===== src/rtl/accel_core_pkg.sv =====
// Shared constants and types for the accelerator core datapath blocks.
// The memory-to-stream reader uses the AXI encodings and its FSM state type from here.
package accel_core_pkg;

  localparam logic [1:0] AXI_BURST_INCR = 2'b01;
  localparam logic [1:0] AXI_RESP_OKAY  = 2'b00;
  localparam int         AXI_4K_BYTES   = 4096;

  typedef enum logic [1:0] {
    ST_IDLE,
    ST_ADDR,
    ST_DATA,
    ST_DRAIN
  } mm2s_state_t;

endpackage


===== src/rtl/sync_fifo.sv =====
// Single-clock FIFO with a registered head word and a total-occupancy count.
// An empty FIFO forwards a write straight into the head register, so data is visible the next cycle.
module sync_fifo #(
  parameter  int WIDTH = 65,
  parameter  int DEPTH = 32,
  localparam int PTR_W = $clog2(DEPTH),
  localparam int CNT_W = PTR_W + 1
) (
  input  logic             clk,
  input  logic             rst_n,
  input  logic             wr_en,
  input  logic [WIDTH-1:0] din,
  input  logic             rd_en,
  output logic [WIDTH-1:0] dout,
  output logic             valid,
  output logic [CNT_W-1:0] count
);

  logic [WIDTH-1:0] mem [DEPTH];
  logic [PTR_W-1:0] wr_ptr_reg;
  logic [PTR_W-1:0] rd_ptr_reg;
  logic [CNT_W-1:0] ram_cnt_reg;
  logic [WIDTH-1:0] dout_reg;
  logic             valid_reg;

  logic pop;
  logic head_free;
  logic ram_empty;
  logic bypass;
  logic ram_wr;
  logic ram_rd;

  assign pop       = valid_reg & rd_en;
  assign head_free = ~valid_reg | pop;
  assign ram_empty = (ram_cnt_reg == '0);
  assign bypass    = wr_en & ram_empty & head_free;
  assign ram_wr    = wr_en & ~bypass;
  assign ram_rd    = head_free & ~ram_empty;

  always_ff @(posedge clk) begin
    if (ram_wr) begin
      mem[wr_ptr_reg] <= din;
    end
  end

  always_ff @(posedge clk or negedge rst_n) begin
    if (!rst_n) begin
      wr_ptr_reg  <= '0;
      rd_ptr_reg  <= '0;
      ram_cnt_reg <= '0;
      dout_reg    <= '0;
      valid_reg   <= 1'b0;
    end else begin
      if (ram_wr) begin
        wr_ptr_reg <= wr_ptr_reg + 1'b1;
      end
      if (ram_rd) begin
        rd_ptr_reg <= rd_ptr_reg + 1'b1;
      end
      ram_cnt_reg <= ram_cnt_reg + CNT_W'(ram_wr) - CNT_W'(ram_rd);
      // Older array entries always take priority over the bypass path to keep order.
      if (ram_rd) begin
        dout_reg  <= mem[rd_ptr_reg];
        valid_reg <= 1'b1;
      end else if (bypass) begin
        dout_reg  <= din;
        valid_reg <= 1'b1;
      end else if (pop) begin
        valid_reg <= 1'b0;
      end
    end
  end

  assign dout  = dout_reg;
  assign valid = valid_reg;
  assign count = ram_cnt_reg + CNT_W'(valid_reg);

endmodule


===== src/rtl/preproc_mm2s.sv =====
// Memory-to-stream reader: splits a job into AXI4 INCR bursts that never cross 4 KiB,
// reserves buffer space per burst and drains the buffer as an AXI-Stream with TLAST.
module preproc_mm2s
  import accel_core_pkg::*;
#(
  parameter int ADDR_W     = 32,
  parameter int DATA_W     = 64,
  parameter int LEN_W      = 24,
  parameter int MAX_BURST  = 16,
  parameter int FIFO_DEPTH = 32
) (
  input  logic              aclk,
  input  logic              aresetn,
  input  logic              start,
  input  logic [ADDR_W-1:0] base_addr,
  input  logic [LEN_W-1:0]  num_beats,
  output logic              busy,
  output logic              done,
  output logic              err,
  output logic [ADDR_W-1:0] araddr,
  output logic [7:0]        arlen,
  output logic [2:0]        arsize,
  output logic [1:0]        arburst,
  output logic              arvalid,
  input  logic              arready,
  input  logic [DATA_W-1:0] rdata,
  input  logic [1:0]        rresp,
  input  logic              rlast,
  input  logic              rvalid,
  output logic              rready,
  output logic [DATA_W-1:0] m_tdata,
  output logic              m_tlast,
  output logic              m_tvalid,
  input  logic              m_tready
);

  localparam int BYTES     = DATA_W / 8;
  localparam int SIZE_LOG2 = $clog2(BYTES);
  localparam int CNT_W     = $clog2(FIFO_DEPTH) + 1;

  mm2s_state_t       state_reg;
  logic [ADDR_W-1:0] addr_reg;
  logic [LEN_W-1:0]  remain_reg;
  logic [LEN_W-1:0]  total_reg;
  logic [LEN_W-1:0]  out_cnt_reg;
  logic [LEN_W-1:0]  burst_reg;
  logic              busy_reg;
  logic              done_reg;
  logic              err_reg;
  logic              arvalid_reg;
  logic [ADDR_W-1:0] araddr_reg;
  logic [7:0]        arlen_reg;
  logic              rready_reg;

  logic [CNT_W-1:0]  fifo_count;
  logic [CNT_W-1:0]  fifo_space;
  logic              fifo_valid;
  logic [DATA_W-1:0] fifo_dout;

  logic [12:0]       to_4k_bytes;
  logic [LEN_W-1:0]  to_4k_beats;
  logic [LEN_W-1:0]  burst_next;
  logic              space_ok;
  logic [LEN_W-1:0]  remain_after;
  logic [ADDR_W-1:0] addr_step;
  logic              r_fire;
  logic              s_fire;
  logic              last_fire;

  // Beats left before the address crosses the next 4 KiB page.
  assign to_4k_bytes = 13'(AXI_4K_BYTES) - {1'b0, addr_reg[11:0]};
  assign to_4k_beats = LEN_W'(to_4k_bytes >> SIZE_LOG2);

  always_comb begin
    burst_next = LEN_W'(MAX_BURST);
    if (remain_reg < burst_next) begin
      burst_next = remain_reg;
    end
    if (to_4k_beats < burst_next) begin
      burst_next = to_4k_beats;
    end
  end

  assign fifo_space   = CNT_W'(FIFO_DEPTH) - fifo_count;
  assign space_ok     = LEN_W'(fifo_space) >= burst_next;
  assign remain_after = remain_reg - burst_reg;
  assign addr_step    = ADDR_W'(burst_reg) << SIZE_LOG2;
  assign r_fire       = rvalid & rready_reg;
  assign s_fire       = m_tvalid & m_tready;
  assign last_fire    = s_fire & m_tlast;

  always_ff @(posedge aclk or negedge aresetn) begin
    if (!aresetn) begin
      state_reg   <= ST_IDLE;
      addr_reg    <= '0;
      remain_reg  <= '0;
      total_reg   <= '0;
      out_cnt_reg <= '0;
      burst_reg   <= '0;
      busy_reg    <= 1'b0;
      done_reg    <= 1'b0;
      err_reg     <= 1'b0;
      arvalid_reg <= 1'b0;
      araddr_reg  <= '0;
      arlen_reg   <= '0;
      rready_reg  <= 1'b0;
    end else begin
      done_reg <= 1'b0;
      if (s_fire) begin
        out_cnt_reg <= out_cnt_reg + 1'b1;
      end
      case (state_reg)
        ST_IDLE: begin
          if (start) begin
            err_reg     <= 1'b0;
            out_cnt_reg <= '0;
            total_reg   <= num_beats;
            remain_reg  <= num_beats;
            addr_reg    <= base_addr;
            if (num_beats == '0) begin
              done_reg <= 1'b1;
            end else begin
              busy_reg  <= 1'b1;
              state_reg <= ST_ADDR;
            end
          end
        end
        ST_ADDR: begin
          // Request and length are frozen once arvalid is up, until the handshake.
          if (!arvalid_reg) begin
            if (space_ok) begin
              arvalid_reg <= 1'b1;
              araddr_reg  <= addr_reg;
              arlen_reg   <= 8'(burst_next - 1'b1);
              burst_reg   <= burst_next;
            end
          end else if (arready) begin
            arvalid_reg <= 1'b0;
            rready_reg  <= 1'b1;
            state_reg   <= ST_DATA;
          end
        end
        ST_DATA: begin
          if (r_fire) begin
            if (rresp != AXI_RESP_OKAY) begin
              err_reg <= 1'b1;
            end
            if (rlast) begin
              rready_reg <= 1'b0;
              remain_reg <= remain_after;
              addr_reg   <= addr_reg + addr_step;
              state_reg  <= (remain_after != '0) ? ST_ADDR : ST_DRAIN;
            end
          end
        end
        ST_DRAIN: begin
          if (last_fire) begin
            done_reg  <= 1'b1;
            busy_reg  <= 1'b0;
            state_reg <= ST_IDLE;
          end
        end
        default: state_reg <= ST_IDLE;
      endcase
    end
  end

  sync_fifo #(
    .WIDTH(DATA_W),
    .DEPTH(FIFO_DEPTH)
  ) u_fifo (
    .clk  (aclk),
    .rst_n(aresetn),
    .wr_en(r_fire),
    .din  (rdata),
    .rd_en(m_tready),
    .dout (fifo_dout),
    .valid(fifo_valid),
    .count(fifo_count)
  );

  assign busy     = busy_reg;
  assign done     = done_reg;
  assign err      = err_reg;
  assign araddr   = araddr_reg;
  assign arlen    = arlen_reg;
  assign arsize   = 3'(SIZE_LOG2);
  assign arburst  = AXI_BURST_INCR;
  assign arvalid  = arvalid_reg;
  assign rready   = rready_reg;
  assign m_tdata  = fifo_dout;
  assign m_tvalid = fifo_valid;
  // The output beat counter only advances on handshakes, so TLAST is stable under backpressure.
  assign m_tlast  = fifo_valid & (out_cnt_reg == total_reg - 1'b1);

endmodule


===== config.mk =====
export PLATFORM = sky130hd
export DESIGN_NAME = preproc_mm2s
export DESIGN_NICKNAME = d
export VERILOG_FILES = /design/src/rtl/accel_core_pkg.sv /design/src/rtl/sync_fifo.sv /design/src/rtl/preproc_mm2s.sv
export SDC_FILE = /design/constraint.sdc
export NUM_CORES = 2
export LEC_CHECK = 0
export ABC_AREA = 1
export CAP_MARGIN = 20
export CORE_UTILIZATION = 50
export DETAILED_ROUTE_END_ITERATION = 7
export PLACE_DENSITY = 0.67
export SLEW_MARGIN = 20
export SYNTH_ARGS = -nofsm -noshare
export SYNTH_HDL_FRONTEND = slang
export SYNTH_SLANG_ARGS = --single-unit

===== constraint.sdc =====
create_clock -name aclk -period 11.5 [get_ports aclk]
set_clock_uncertainty 0.2 [all_clocks]
set_input_delay 3.45 -clock aclk [delete_from_list [all_inputs] [get_ports aclk]]
set_output_delay 3.45 -clock aclk [all_outputs]
set_load 0.01 [all_outputs]

Word-level counts from Yosys, hierarchy flattened:

Memories as Yosys holds them, arrays and structs flattened.
Cells that the tools add are included.
W data, S select, Z words.

* bits in registers: 256
* bits in writable memories: 2048
* input port bits: 129
* output and inout port bits: 116
* logic and storage cells: 125
* memories kept: 1

* $add $sub $neg: 12
* magnitude comparators: 3
* equal/unequal tests: 12
* muxes and demuxes: 49
* bitwise logic cells: 13
* reductions and logical operators: 17

Memories
* u_fifo.mem: words 32, width 64, read ports 1, clocked after Yosys merged registers in 0, wr ports 1, line sync_fifo.sv:19 `logic [WIDTH-1:0] mem [DEPTH];`

Operator list (count)
* $mux W24: 8
* $mux W64: 2
* $mux W32: 3
* $pmux W32 S2: 1
* $pmux W24 S2: 1
* $add A32 B27 Y32: 1
* $add A24 B1 Y24 const B: 1
* $eq A24 B24 Y1: 1
* $ge A6 B24 Y1: 1
* $logic_not A24 Y1: 1
* $lt A10 B24 Y1: 1
* $lt A24 B5 Y1 const B: 1
* $reduce_bool A24 Y1: 1
* $sub A24 B1 Y24 const B: 1
* $sub A24 B24 Y24: 1
* $mux W1: 21
* $mux W2: 8
* $ne A2 B2 Y1 const B: 7
* $sub A13 B12 Y13 const A: 1
* $add A6 B1 Y6: 2
* $reduce_and A4 Y1: 3
* $add A5 B1 Y5 const B: 2
* $reduce_bool A2 Y1: 5
* $and A1 B1 Y1: 8
* 17 further kinds: 24

Longest topological paths before layout:

* word-level depth: 7
* gate-level depth with buffers: 38
* mapped depth without buffers: 36

By module:

A second synthesis with hierarchy kept.

* cells, all modules: 9805
* area, all modules: 100710.3 µm²

By module, submodules not included
* sync_fifo: instances 1, cells each 8133, area an instance 88538.7 µm², seq. area each 63525.9 µm²
* preproc_mm2s: instances 1, cells each 1672, area an instance 12171.7 µm², seq. area each 4379.2 µm²

Least setup slack after synthesis:

Ideal clock, no wire load.

* path kind: input to register
* from: input m_tready
* to: memory u_fifo.mem[11][0] in the netlist's numbering (enable)
* library setup time: 0.487 ns
* data arrival time: 6.771 ns
* required time: 10.813 ns
* path slack: 4.042 ns
* cell stages on the path: 7
* buffers on the path: 0
* path through: nor2_1 -> inv_1 -> nand2_1 -> nand2_1 -> clkinv_1 -> nand2_1 -> nor2_1

* cells in the longest elaborated chain, start to end: 7

Ends and longest elaborated chain
* from (decl): line preproc_mm2s.sv:34 `input logic m_tready`
* $and A1 B1 Y1: line sync_fifo.sv:33 `assign pop = valid_reg & rd_en;`
* $or A1 B1 Y1: line sync_fifo.sv:34 `assign head_free = ~valid_reg | pop;`
* $and A1 B1 Y1: line sync_fifo.sv:36 `assign bypass = wr_en & ram_empty & head_free;`
* $not A1 Y1: line sync_fifo.sv:37 `assign ram_wr = wr_en & ~bypass;`
* $and A1 B1 Y1: line sync_fifo.sv:37
* named net u_fifo.ram_wr: line sync_fifo.sv:30 `logic ram_wr;`
* $mux W1: line sync_fifo.sv:41 `if (ram_wr) begin`
* $mux W1 (implied by the code): line sync_fifo.sv:42 `mem[wr_ptr_reg] <= din;`
* to (decl): line sync_fifo.sv:19

The timed path passes the listed nets, and every way through them passes these cells.

Worst setup path after layout:

* from: register total_reg[0]
* to: output m_tlast

* cells in the longest elaborated chain, start to end: 3

Ends and longest elaborated chain
* from (decl): line preproc_mm2s.sv:44 `logic [LEN_W-1:0] total_reg;`
* from (signal assigned): line preproc_mm2s.sv:117 `total_reg <= num_beats;`
* $sub A24 B1 Y24: line preproc_mm2s.sv:194 `assign m_tlast = fifo_valid & (out_cnt_reg == total_reg - 1'b1);`
* $eq A24 B24 Y1: line preproc_mm2s.sv:194
* $and A1 B1 Y1: line preproc_mm2s.sv:194
* to (decl): line preproc_mm2s.sv:32 `output logic m_tlast,`

No other way between the ends.

==> results.ini <==
[logic_synthesis]
synth_top_family_by_area = compound AO/OA/AOI/OAI gates
synth-seq-cells = 2304
synth.avg_cell_area_um2 = 12.3
netlist_area_um2 = 94400
synthAdderAreaFrac_pct = 1.22
synthDistinctLibCells = 55
synth_xor_area_share_pct = 0.946
synth_edf_count = 2048
synth-async-reset-ratio_pct = 11.1
synth_top_flop_cell = edfxtp_1
yosysTopAreaCell = edfxtp_1
synthMuxAreaShare_pct = 0
synth.area.top_cells = edfxtp_1, dfrtp_1, o21ai_0
yosys.area_share.simple_pct = 10.3
ys_seq_area_share_pct = 71.9
synth_top_area_share_pct = 65.1
synth-compound-area-share_pct = 12.6
ys_warn_count = 0
synth_cells = 7696

[placement]
placed_cell_area_um2 = 99300
hpwl_um = 143000
dp_worst_setup_slack_ns = 3.55
gp_congestion = 0.872
port_buffers = 239

[sta]
setup_viol = 0
slew_violations = 0
slew_headroom_pct = 10.5
setup_slack_ns = 3.82
period_share_pct = 66.8
tns_ns = 0
period_needed_ns = 7.68
hold_viol = 0
clock.fmax_ghz = 0.130
tightest_slew_ns = 1.34
rsz0062_at_grt = false

[worst_setup_path]
startpoint = total_reg[0]
cp_slowest_stage_delay_ns = 0.61
crit_end = m_tlast
crit_type = reg2out
cp.arrival_ns = 4.03
ff2ff_setup_slack_ns = 5.57
r2r_start = addr_reg[0]
crit_path_start_kind = flip-flop
cp_cell_sequence = inv_1 > ha_1 > nand2_1 > nor3_1 > xor2_1 > or2_2 > nand2_1 > nor2_1 > nand4_1 > nor3_1 > nand3_1 > nor4_1 > clkdlybuf4s50_1
reg2reg_to = arvalid
worst-r2r-cell-count = 33
cp_num_cells = 13
cp_top_family = simple AND/OR/NAND/NOR gates
cp-end-kind = output pin
crit_fanout = 4
worst_ep_required_time_ns = 7.85
cp_slowest_cell = clkdlybuf4s50_1
path_buf_inv = 2

[power]
power_density_nw_per_um2 = 260
ir_drop_mv = 0.278
p_leak_uw = 0.0359

[route]
ant_nets = 0
drc = 0
routed_wl_um = 260000
routed_via_density = 6.06
via_count = 63562
drtIter0Drc = 7887
firstDrtPassIters = 6
routedWlPerCell_um = 24.8

[clocking]
cts_resized = 0
clock_path_buffers = 3
cts_setup_buffers = 0
cts-root-buf = clkbuf_16
ctsHtreeMaxLevel = 4
clk_pin_slew_worst_paths_ns = 0.06
clock-sinks = 2304
holdBufCountCts = 0
cts_buffers = 226
clock_latency_ns = 0.87
cts_tree = done

[layout]
fin_area_um2 = 107000
drive_above_1_share_pct = 7.06
largest_reg_flops = 2048
fillers = 14982
final_nets = 8009
syn2layout_area_growth_pct = 13.0

[worst_hold_path]
hold_depth = 2
min_from = araddr[21]
worstHoldPathType = reg2reg

[die]
die_w_um = 437
num_rows = 159
initial_core_util_pct = 50.3
dieArea_um2 = 191000
core_area_um2 = 188000
die_h_um = 437
io_pins = 245

[grt]
grt.overflow.total = 0
grt_usage_pct = 26.9
grt_start_max_net_pins = 237
grt_pass1_wl_um = 387000
grt_pass1_vias = 61084
antenna_found_initial = 14

[job]
drv_cap = 0

[status]
status = finished clean

==> final cells by class <==
| class | count | area (µm²) | area share (%) |
|---|---|---|---|
| flip-flops and latches | 2304 | 67900 | 63.7 |
| multi-input cells | 4670 | 24000 | 22.5 |
| clock buffers | 303 | 6100 | 5.72 |
| repair buffers | 363 | 3290 | 3.08 |
| well taps | 2495 | 3120 | 2.93 |
| clock inverters | 124 | 1350 | 1.26 |
| inverters | 225 | 885 | 0.829 |
| diodes | 12 | 30.0 | 0.0281 |
==> cell families after synthesis <==
kind of cell    after synthesis
simple gates               2375
flops                      2304
compound gates             2093
buf+inv                     730
xor+xnor                    102
fa+ha+maj                    90
other cells                   2
==> worst register-to-register path: cells and delay by family (launching register included) <==
family,cells,cell delay [ns]
buffers and inverters,5,0.50
DFF,1,0.38
adders and majority gates,2,0.57
and+or+nand+nor,22,2.98
AOI/OAI and AO/OA,4,1.14
==> cell usage in the layout, fill, tap and decap left out, types with 12 or more instances in the layout <==
cell type	netlist	final
o22ai_1	313	313
edfxtp_1	2048	2048
xor2_1	74	74
clkbuf_16	0	229
inv_1	212	207
ha_1	87	86
nor2_1	1289	1255
o221ai_1	205	205
o21ai_0	1163	1162
buf_4	5	116
nand2_1	599	599
a21oi_1	298	298
clkbuf_1	457	65
diode_2	0	12
dfrtp_1	256	252
o211ai_1	74	74
clkdlybuf4s50_1	0	208
clkinv_2	0	32
nand4_1	82	82
nand3_1	321	321
nor3_1	25	25
xnor2_1	28	28
bufinv_16	0	22
clkinv_1	2	49
buf_2	8	30
nor2_4	3	37
nand2_2	15	15
==> cell usage after synthesis, types with 3 or more instances <==
cell and n:
dfrtp_1 256, a211oi_1 3, nor2_4 3, o22ai_1 313, o21a_1 10, nand2_2 15, buf_4 5, xnor2_1 28
fa_1 3, inv_1 212, buf_1 31, a21oi_1 298, o221ai_1 205, nor2_2 4, a21boi_0 4, xor2_1 74
nand3_1 321, o21bai_1 4, o21ai_1 5, ha_1 87, o21ai_0 1163, nor2_1 1289, nor3_1 25, or2_2 9
buf_2 8, o211ai_1 74, a21o_1 6, nand3b_1 5, nor4_1 10, inv_2 11, edfxtp_1 2048, nand4_1 82
nand2_1 599, clkbuf_1 457
==> metrics by stage <==
stage / hold WS [ns] / cells / power [µW] / utilization, %
floorplan: 0.253 / 7704 / 16900 / -
global placement: 0.252 / 10055 / 20200 / 52.9
detailed placement: 0.259 / 10055 / 20400 / 52.9
CTS: 0.272 / 10482 / 27700 / 56.9
global route: 0.295 / 10491 / 29100 / 56.9
finish: 0.268 / 10496 / 27700 / 56.9
==> worst min path at each step <==
stage and to:
2_1_floorplan total_reg[1], 3_3_place_gp araddr[24], 3_5_place_dp araddr[12], 4_1_cts araddr[21], 5_1_grt araddr[30], 6_report araddr[21]
==> report_power, final <==
part / switching [µW] / total [µW] / leakage (µW) / internal (µW)
clock network: 3190 / 7410 / 0.00361 / 4220
logic: 6890 / 9920 / 0.0108 / 3030
registers: 632 / 10400 / 0.0216 / 9770
==> layer usage <==
| metal | vias up | global-route usage, % | wire, µm |
|---|---|---|---|
| li1 | 28503 | - | - |
| met1 | 31660 | 36.3 | 104000 |
| met2 | 2966 | 43.9 | 125000 |
| met3 | 427 | 4.48 | 22700 |
| met4 | 6 | 9.98 | 8480 |
| met5 | - | 0 | 45 |
(Power assumes the default switching activity.)
